`src/rtl/pipeline_ctrl_pkg.sv`:
```
// Shared types for the pipeline hazard/stall controller: FSM state encoding,
// register-address type, counter width and the load-use hazard helper.
// No ports (package). Optional feature macro used elsewhere: PIPE_PERF_EN.
package pipeline_ctrl_pkg;

  localparam int REG_AW = 5;
  localparam int PERF_W = 32;

  typedef logic [REG_AW-1:0] reg_addr_t;

  typedef enum logic {
    RUN     = 1'b0,
    MC_WAIT = 1'b1
  } state_t;

  // A load in EX whose destination feeds the instruction in ID. Register x0
  // is hard-wired to zero, so a "load" to x0 never creates a dependency.
  function automatic logic load_use(
    input logic      ex_valid,
    input logic      ex_mem_read,
    input reg_addr_t ex_rd,
    input reg_addr_t id_rs1,
    input reg_addr_t id_rs2,
    input logic      id_uses_rs1,
    input logic      id_uses_rs2
  );
    logic hit1;
    logic hit2;
    hit1 = id_uses_rs1 && (id_rs1 == ex_rd);
    hit2 = id_uses_rs2 && (id_rs2 == ex_rd);
    return ex_valid && ex_mem_read && (ex_rd != '0) && (hit1 || hit2);
  endfunction

endpackage

```
`src/rtl/pipeline_ctrl_if.sv`:
```
// Bundle between the pipeline datapath and the hazard/stall controller.
// master = pipeline (drives hazard info, receives controls);
// slave  = controller (reads hazard info, drives pc/ifid/idex controls, mc_kill, busy).
interface pipeline_ctrl_if;
  import pipeline_ctrl_pkg::*;

  // hazard information from the pipeline
  reg_addr_t ifid_rs1_addr;
  reg_addr_t ifid_rs2_addr;
  logic      ifid_uses_rs1;
  logic      ifid_uses_rs2;
  logic      idex_valid;
  logic      idex_mem_read;
  reg_addr_t idex_rd_addr;
  logic      ex_redirect;
  logic      mc_start;
  logic      mc_done;

  // controls back to the pipeline
  logic pc_stall;
  logic ifid_stall;
  logic ifid_flush;
  logic idex_stall;
  logic idex_flush;
  logic mc_kill;
  logic busy;

  modport master (
    output ifid_rs1_addr, ifid_rs2_addr, ifid_uses_rs1, ifid_uses_rs2,
           idex_valid, idex_mem_read, idex_rd_addr, ex_redirect, mc_start, mc_done,
    input  pc_stall, ifid_stall, ifid_flush, idex_stall, idex_flush, mc_kill, busy
  );

  modport slave (
    input  ifid_rs1_addr, ifid_rs2_addr, ifid_uses_rs1, ifid_uses_rs2,
           idex_valid, idex_mem_read, idex_rd_addr, ex_redirect, mc_start, mc_done,
    output pc_stall, ifid_stall, ifid_flush, idex_stall, idex_flush, mc_kill, busy
  );

endinterface

```
`src/rtl/pipeline_ctrl_sat_counter.sv`:
```
// Saturating up-counter with synchronous preload; holds at all-ones.
// Ports: clk, reset_n (async, active-low), inc, load/load_val, count.
// Latency: count reflects inc/load one clock after the qualifying cycle.
module sat_counter #(
  parameter int WIDTH = 32
) (
  input  logic             clk,
  input  logic             reset_n,
  input  logic             inc,
  input  logic             load,
  input  logic [WIDTH-1:0] load_val,
  output logic [WIDTH-1:0] count
);

  always_ff @(posedge clk or negedge reset_n) begin
    if (!reset_n) begin
      count <= '0;
    end else if (load) begin
      count <= load_val;
    end else if (inc && (count != {WIDTH{1'b1}})) begin
      count <= count + 1'b1;
    end
  end

endmodule

```
`src/rtl/pipeline_ctrl.sv`:
```
// Pipeline hazard controller: redirect flush, multi-cycle (mul/div) wait, load-use bubble.
// Ports: clk, reset_n (async, active-low), pif (pipeline_ctrl_if.slave); with
// PIPE_PERF_EN defined also perf_stall_cycles / perf_flush_count (saturating).
// Controls are combinational from state + inputs; busy is the registered FSM state.
module pipeline_ctrl
  import pipeline_ctrl_pkg::*;
(
  input  logic                clk,
  input  logic                reset_n,
  pipeline_ctrl_if.slave      pif
`ifdef PIPE_PERF_EN
  ,
  output logic [PERF_W-1:0]   perf_stall_cycles,
  output logic [PERF_W-1:0]   perf_flush_count
`endif
);

  state_t state;
  state_t state_nxt;
  logic   lu;

  logic pc_stall_c;
  logic ifid_stall_c;
  logic ifid_flush_c;
  logic idex_stall_c;
  logic idex_flush_c;
  logic mc_kill_c;

  assign lu = load_use(pif.idex_valid, pif.idex_mem_read, pif.idex_rd_addr,
                       pif.ifid_rs1_addr, pif.ifid_rs2_addr,
                       pif.ifid_uses_rs1, pif.ifid_uses_rs2);

  // state register
  always_ff @(posedge clk or negedge reset_n) begin
    if (!reset_n) begin
      state <= RUN;
    end else begin
      state <= state_nxt;
    end
  end

  // next state: a redirect always wins and drops any pending multi-cycle op
  always_comb begin
    state_nxt = state;
    if (pif.ex_redirect) begin
      state_nxt = RUN;
    end else begin
      case (state)
        RUN:     if (pif.mc_start && !pif.mc_done) state_nxt = MC_WAIT;
        MC_WAIT: if (pif.mc_done) state_nxt = RUN;
        default: state_nxt = RUN;
      endcase
    end
  end

  // outputs, in priority order: redirect > multi-cycle wait > load-use
  always_comb begin
    pc_stall_c   = 1'b0;
    ifid_stall_c = 1'b0;
    ifid_flush_c = 1'b0;
    idex_stall_c = 1'b0;
    idex_flush_c = 1'b0;
    mc_kill_c    = 1'b0;
    if (pif.ex_redirect) begin
      ifid_flush_c = 1'b1;
      idex_flush_c = 1'b1;
      // the multi-cycle unit is either mid-op or being started by the wrong-path instr
      mc_kill_c    = (state == MC_WAIT) || pif.mc_start;
    end else if ((state == MC_WAIT) || pif.mc_start) begin
      // a start that completes in the same cycle needs no freeze; lu is
      // deliberately not looked at here so it is only re-evaluated back in RUN
      pc_stall_c   = !pif.mc_done;
      ifid_stall_c = !pif.mc_done;
      idex_stall_c = !pif.mc_done;
    end else if (lu) begin
      // hold IF/ID and insert a bubble into EX
      pc_stall_c   = 1'b1;
      ifid_stall_c = 1'b1;
      idex_flush_c = 1'b1;
    end
  end

  // reset is asynchronous; gating keeps the controls quiet while it is held
  // regardless of what the pipeline presents
  assign pif.pc_stall   = reset_n & pc_stall_c;
  assign pif.ifid_stall = reset_n & ifid_stall_c;
  assign pif.ifid_flush = reset_n & ifid_flush_c;
  assign pif.idex_stall = reset_n & idex_stall_c;
  assign pif.idex_flush = reset_n & idex_flush_c;
  assign pif.mc_kill    = reset_n & mc_kill_c;
  assign pif.busy       = (state == MC_WAIT);

`ifdef PIPE_PERF_EN
  sat_counter #(.WIDTH(PERF_W)) u_stall_cnt (
    .clk      (clk),
    .reset_n  (reset_n),
    .inc      (pif.pc_stall),
    .load     (1'b0),
    .load_val ({PERF_W{1'b0}}),
    .count    (perf_stall_cycles)
  );

  sat_counter #(.WIDTH(PERF_W)) u_flush_cnt (
    .clk      (clk),
    .reset_n  (reset_n),
    .inc      (pif.idex_flush),
    .load     (1'b0),
    .load_val ({PERF_W{1'b0}}),
    .count    (perf_flush_count)
  );
`endif

endmodule

```
`src/flat_wrapper.sv`:
```
// flat-port wrapper written by rule: the top's interface ports become plain ports
module pipeline_ctrl_flat import pipeline_ctrl_pkg::*;
  (clk, reset_n, pif_ifid_rs1_addr, pif_ifid_rs2_addr, pif_ifid_uses_rs1, pif_ifid_uses_rs2, pif_idex_valid, pif_idex_mem_read, pif_idex_rd_addr, pif_ex_redirect, pif_mc_start, pif_mc_done, pif_pc_stall, pif_ifid_stall, pif_ifid_flush, pif_idex_stall, pif_idex_flush, pif_mc_kill, pif_busy);
  pipeline_ctrl_if pif_i ();
  input  logic clk;
  input  logic reset_n;
  input wire logic [$bits(pif_i.ifid_rs1_addr)-1:0] pif_ifid_rs1_addr;
  input wire logic [$bits(pif_i.ifid_rs2_addr)-1:0] pif_ifid_rs2_addr;
  input wire logic [$bits(pif_i.ifid_uses_rs1)-1:0] pif_ifid_uses_rs1;
  input wire logic [$bits(pif_i.ifid_uses_rs2)-1:0] pif_ifid_uses_rs2;
  input wire logic [$bits(pif_i.idex_valid)-1:0] pif_idex_valid;
  input wire logic [$bits(pif_i.idex_mem_read)-1:0] pif_idex_mem_read;
  input wire logic [$bits(pif_i.idex_rd_addr)-1:0] pif_idex_rd_addr;
  input wire logic [$bits(pif_i.ex_redirect)-1:0] pif_ex_redirect;
  input wire logic [$bits(pif_i.mc_start)-1:0] pif_mc_start;
  input wire logic [$bits(pif_i.mc_done)-1:0] pif_mc_done;
  output wire logic [$bits(pif_i.pc_stall)-1:0] pif_pc_stall;
  output wire logic [$bits(pif_i.ifid_stall)-1:0] pif_ifid_stall;
  output wire logic [$bits(pif_i.ifid_flush)-1:0] pif_ifid_flush;
  output wire logic [$bits(pif_i.idex_stall)-1:0] pif_idex_stall;
  output wire logic [$bits(pif_i.idex_flush)-1:0] pif_idex_flush;
  output wire logic [$bits(pif_i.mc_kill)-1:0] pif_mc_kill;
  output wire logic [$bits(pif_i.busy)-1:0] pif_busy;
  assign pif_i.ifid_rs1_addr = pif_ifid_rs1_addr;
  assign pif_i.ifid_rs2_addr = pif_ifid_rs2_addr;
  assign pif_i.ifid_uses_rs1 = pif_ifid_uses_rs1;
  assign pif_i.ifid_uses_rs2 = pif_ifid_uses_rs2;
  assign pif_i.idex_valid = pif_idex_valid;
  assign pif_i.idex_mem_read = pif_idex_mem_read;
  assign pif_i.idex_rd_addr = pif_idex_rd_addr;
  assign pif_i.ex_redirect = pif_ex_redirect;
  assign pif_i.mc_start = pif_mc_start;
  assign pif_i.mc_done = pif_mc_done;
  assign pif_pc_stall = pif_i.pc_stall;
  assign pif_ifid_stall = pif_i.ifid_stall;
  assign pif_ifid_flush = pif_i.ifid_flush;
  assign pif_idex_stall = pif_i.idex_stall;
  assign pif_idex_flush = pif_i.idex_flush;
  assign pif_mc_kill = pif_i.mc_kill;
  assign pif_busy = pif_i.busy;
  pipeline_ctrl u_core (.clk(clk), .reset_n(reset_n), .pif(pif_i));
endmodule
```
`config.mk`:
```
export PLATFORM = sky130hd
export DESIGN_NAME = pipeline_ctrl_flat
export DESIGN_NICKNAME = d
export VERILOG_FILES = /design/src/rtl/pipeline_ctrl_pkg.sv /design/src/rtl/pipeline_ctrl_if.sv /design/src/rtl/pipeline_ctrl_sat_counter.sv /design/src/rtl/pipeline_ctrl.sv /design/src/flat_wrapper.sv
export SDC_FILE = /design/constraint.sdc
export NUM_CORES = 1
export LEC_CHECK = 0
export CAP_MARGIN = 20
export CORE_AREA = 2 2 39 41
export CTS_BUF_LIST = sky130_fd_sc_hd__clkbuf_4 sky130_fd_sc_hd__clkbuf_8 sky130_fd_sc_hd__clkbuf_16
export DETAILED_ROUTE_END_ITERATION = 7
export DIE_AREA = 0 0 41 43
export GPL_ROUTABILITY_DRIVEN = 0
export PLACE_DENSITY = 0.6
export SETUP_SLACK_MARGIN = 0.5
export SYNTH_ARGS = -nofsm -noshare
export SYNTH_HDL_FRONTEND = slang
export SYNTH_SLANG_ARGS = --single-unit
```
`constraint.sdc`:
```
create_clock -name clk -period 3.9 [get_ports clk]
set_input_delay 0.585 -clock clk [delete_from_list [all_inputs] [get_ports clk]]
set_output_delay 0.585 -clock clk [all_outputs]
set_load 0.05 [all_outputs]
```
==> summary.md <==
| Metric | Value |
|---|---|
| Status | `finished, final reports clean` |
| Final setup viols | `0` |
| HPWL after detailed placement | `637 um` |
| Largest net degree at the start of global routing | `5` |
| Vias in the first global route | `310` |
| Mapped Nets | `52` |
| DR vias/cell | `4.15` |
| Post-route setup TNS | `0 ns` |
| Met1 Use GR | `13.0%` |
| Filler instances | `149` |
| Drt pass-1 iters | `2` |
| Switch share | `36.9%` |
| Synth top cells by count | `xor2_1, inv_1, nand2_1, nor2_1, xnor2_1` |
| Most common cell in the synthesized netlist | `xor2_1` |
| Synthesized instance count | `28` |
| Die ar. | `0.00176 mm2` |
| Vias post-DR | `303` |
| Capturing point of the worst reg2reg path | `u_core.pif.busy` |
| Routed WL | `654 um` |
| DRC viols | `0` |
| Antenna cells | `0` |
| Worst Reg-to-Reg Cells | `2` |
| Nets | `83` |
| Worst-margin pin slew | `0.501 ns` |
| Top_reg_cell synth | `dfrtp_1` |
| Slew margin rel. | `66.6%` |
| Layer with the highest usage | `met2` |
| Layout cells sized above 1 | `3.51%` |
| Fin crit period | `2.96 ns` |
| Top Ports | `31` |
| Power share of the clock group | `0%` |
| Max reg flops | `1` |
| CP Data Required Time | `3.31 ns` |
| Kind of end point of the critical path | `output port` |
| Sequential Power Share | `16.6%` |
| Grt total ovfl | `0` |
| RSZ-0062 raised after global routing | `no` |
| Max-Cap Viols | `0` |
| CP cell instances | `clkdlybuf4s50_1 > xor2_1 > nor4_2 > a32oi_1 > o31ai_2 > dlymetal6s2s_1` |
| R2R setup slack | `3.16 ns` |
| Maximum vdd drop | `0.0421 mV` |
| Final Hold Violating Endpoints | `0` |
| CP top delay family | `buffers and inverters` |
| Slowest cell delay on critical path | `0.47 ns` |
| Layout area overhead | `145%` |
| Buf+Inv Stages, Crit Path | `2` |
| GRT Total Usage | `8.80%` |
| Comb pwr share | `83.4%` |
| Reg-to-Reg Start | `u_core.pif.busy` |
| DRT iter0 DRCs | `3` |
| Hold Path Sink | `u_core.pif.busy` |
| Met3 global-route usage | `0.524%` |
| EDFF count, synth | `0` |
| Max stage delay cell, worst path | `clkdlybuf4s50_1` |
| Yosys Warn Count | `0` |
| Worst Hold Depth | `2` |
| First-pass GRT wire length | `1170 um` |
| CP max FO | `3` |
| FP Rows | `14` |
| Initial core utilization | `15.9%` |
| Worst EP arrival | `2.38 ns` |
| Drt wl/cell | `8.96 um` |
| Setup crit start kind | `input pin` |
| Synth cell types | `17` |
| Synth top area cells | `xor2_1, dfrtp_1, xnor2_1` |
| LEAKAGE | `0.000254 uW` |
| FMAX | `0.338 GHz` |
| Synth top area share | `31.8%` |
| Post-layout util | `39.1%` |
| Initial antenna violation count | `0` |
| DRT antenna net count | `0` |
| Pint | `43.0 uW` |
| Worst Hold Launch | `u_core.pif.busy` |
| Sw power | `25.2 uW` |
| Buffers on Ports | `30` |
| Slew Limit Fails | `0` |
| Syn_area_per_cell | `7.86 um2` |
| Clock transition at path regs | `0 ns` |
| Hold_ws | `0.666 ns` |
| Ys async rst share | `100%` |
| Clock latency on the worst-skew pair | `0 ns` |
| Die Wd | `41 um` |
| Setup CP Type | `in -> out` |
| Clock Skew | `0 ns` |
| Met2 usage | `14.4%` |
| Chip height | `43 um` |
| Yosys reg bits | `1` |
| Hold crit path type | `reg -> reg` |
| Seq/Total Area, Yosys | `11.4%` |
| CORE AREA | `0.00138 mm2` |
| Pwr dens | `126 mW/mm2` |
| Period utilization | `75.9%` |
| Dominant cell type by area after synthesis | `xor2_1` |
| Mapped Area | `220 um2` |
[how the worst max path moves through the flow]
stage	from	to	slack, ns	depth (start not counted)
finish	pif_idex_rd_addr[4]	pif_ifid_stall	0.94	6
global route	pif_idex_rd_addr[4]	pif_pc_stall	0.81	6
CTS	pif_idex_rd_addr[4]	pif_ifid_stall	0.52	6
detailed placement	pif_idex_rd_addr[4]	pif_ifid_stall	0.52	6
global placement	pif_idex_rd_addr[4]	pif_ifid_stall	0.56	6
floorplan	pif_idex_rd_addr[4]	pif_pc_stall	1.02	5
[cell families (layout without fill, tap and decap cells)]
group | count (synthesis) | count (layout) | share of synthesized area [%]
DFF | 1 | 1 | 11.4
and+or+nand+nor | 10 | 10 | 27.8
buffers and inverters | 3 | 32 | 6.82
AOI/OAI and AO/OA | 4 | 4 | 14.2
xor gates and xnor gates | 10 | 10 | 39.8
[timing repair]
item | 4_1_cts | 5_1_grt
hold buffers | 0 | 0
gates resized for setup | 0 | 3
setup endpoints to repair | 0 | 3
hold endpoints to repair | 0 | 0
setup buffers | 0 | 0
[tightest hold or removal path: stages (launching register included)]
cell and delay [ns]:
dfrtp_1 0.36, nor2_1 0.17, nor3_1 0.09
[cell type report]
class                      count  area, um2  area share, %
sequential                     1       25.0           4.63
inverter                       2       7.51           1.39
tap                           16       20.0           3.70
multi-input combinational     24        180           33.3
timing repair buffer          30        308           56.9
[power groups by stage]
stage / sequential, uW / combinational, uW / clock, uW
final: 11.3 / 56.9 / 0
after global routing: 11.4 / 61.7 / 0
after CTS: 11.3 / 57.7 / 0
after detailed placement: 11.3 / 57.6 / 0
after global placement: 11.2 / 57.6 / 0
after floorplan: 13.0 / 22.3 / 0
[per-layer routing]
metal	wire length, um	vias up
met5	0	-
met4	0	0
met3	79	0
met2	316	16
met1	258	129
li1	-	158
[cells in the final DEF, fill, tap and decap left out]
cell type        Yosys  layout
clkdlybuf4s50_1      0      27
xor2_1               8       8
dlymetal6s2s_1       0       3
xnor2_1              2       2
nor2_1               2       2
nand2_1              2       2
inv_1                2       2
nor4_2               1       1
nor4_1               1       1
and2_0               1       1
a32oi_1              1       1
or4_1                1       1
and4_1               1       1
o21ai_1              1       1
nor3_1               1       1
o31ai_2              1       1
o21ai_0              1       1
dfrtp_1              1       1
[per-stage QoR]
stage / cell area, um2 / setup WS (ns) / total power (uW) / instances
5_1_grt: 541 / 0.807 / 73.1 / 73
2_1_floorplan: 220 / 1.02 / 35.2 / 28
6_report: 541 / 0.938 / 68.2 / 73
3_3_place_gp: 533 / 0.555 / 68.9 / 73
3_5_place_dp: 533 / 0.517 / 68.9 / 73
4_1_cts: 533 / 0.517 / 69.0 / 73
No activity file was read; power rests on OpenSTA's default activity.
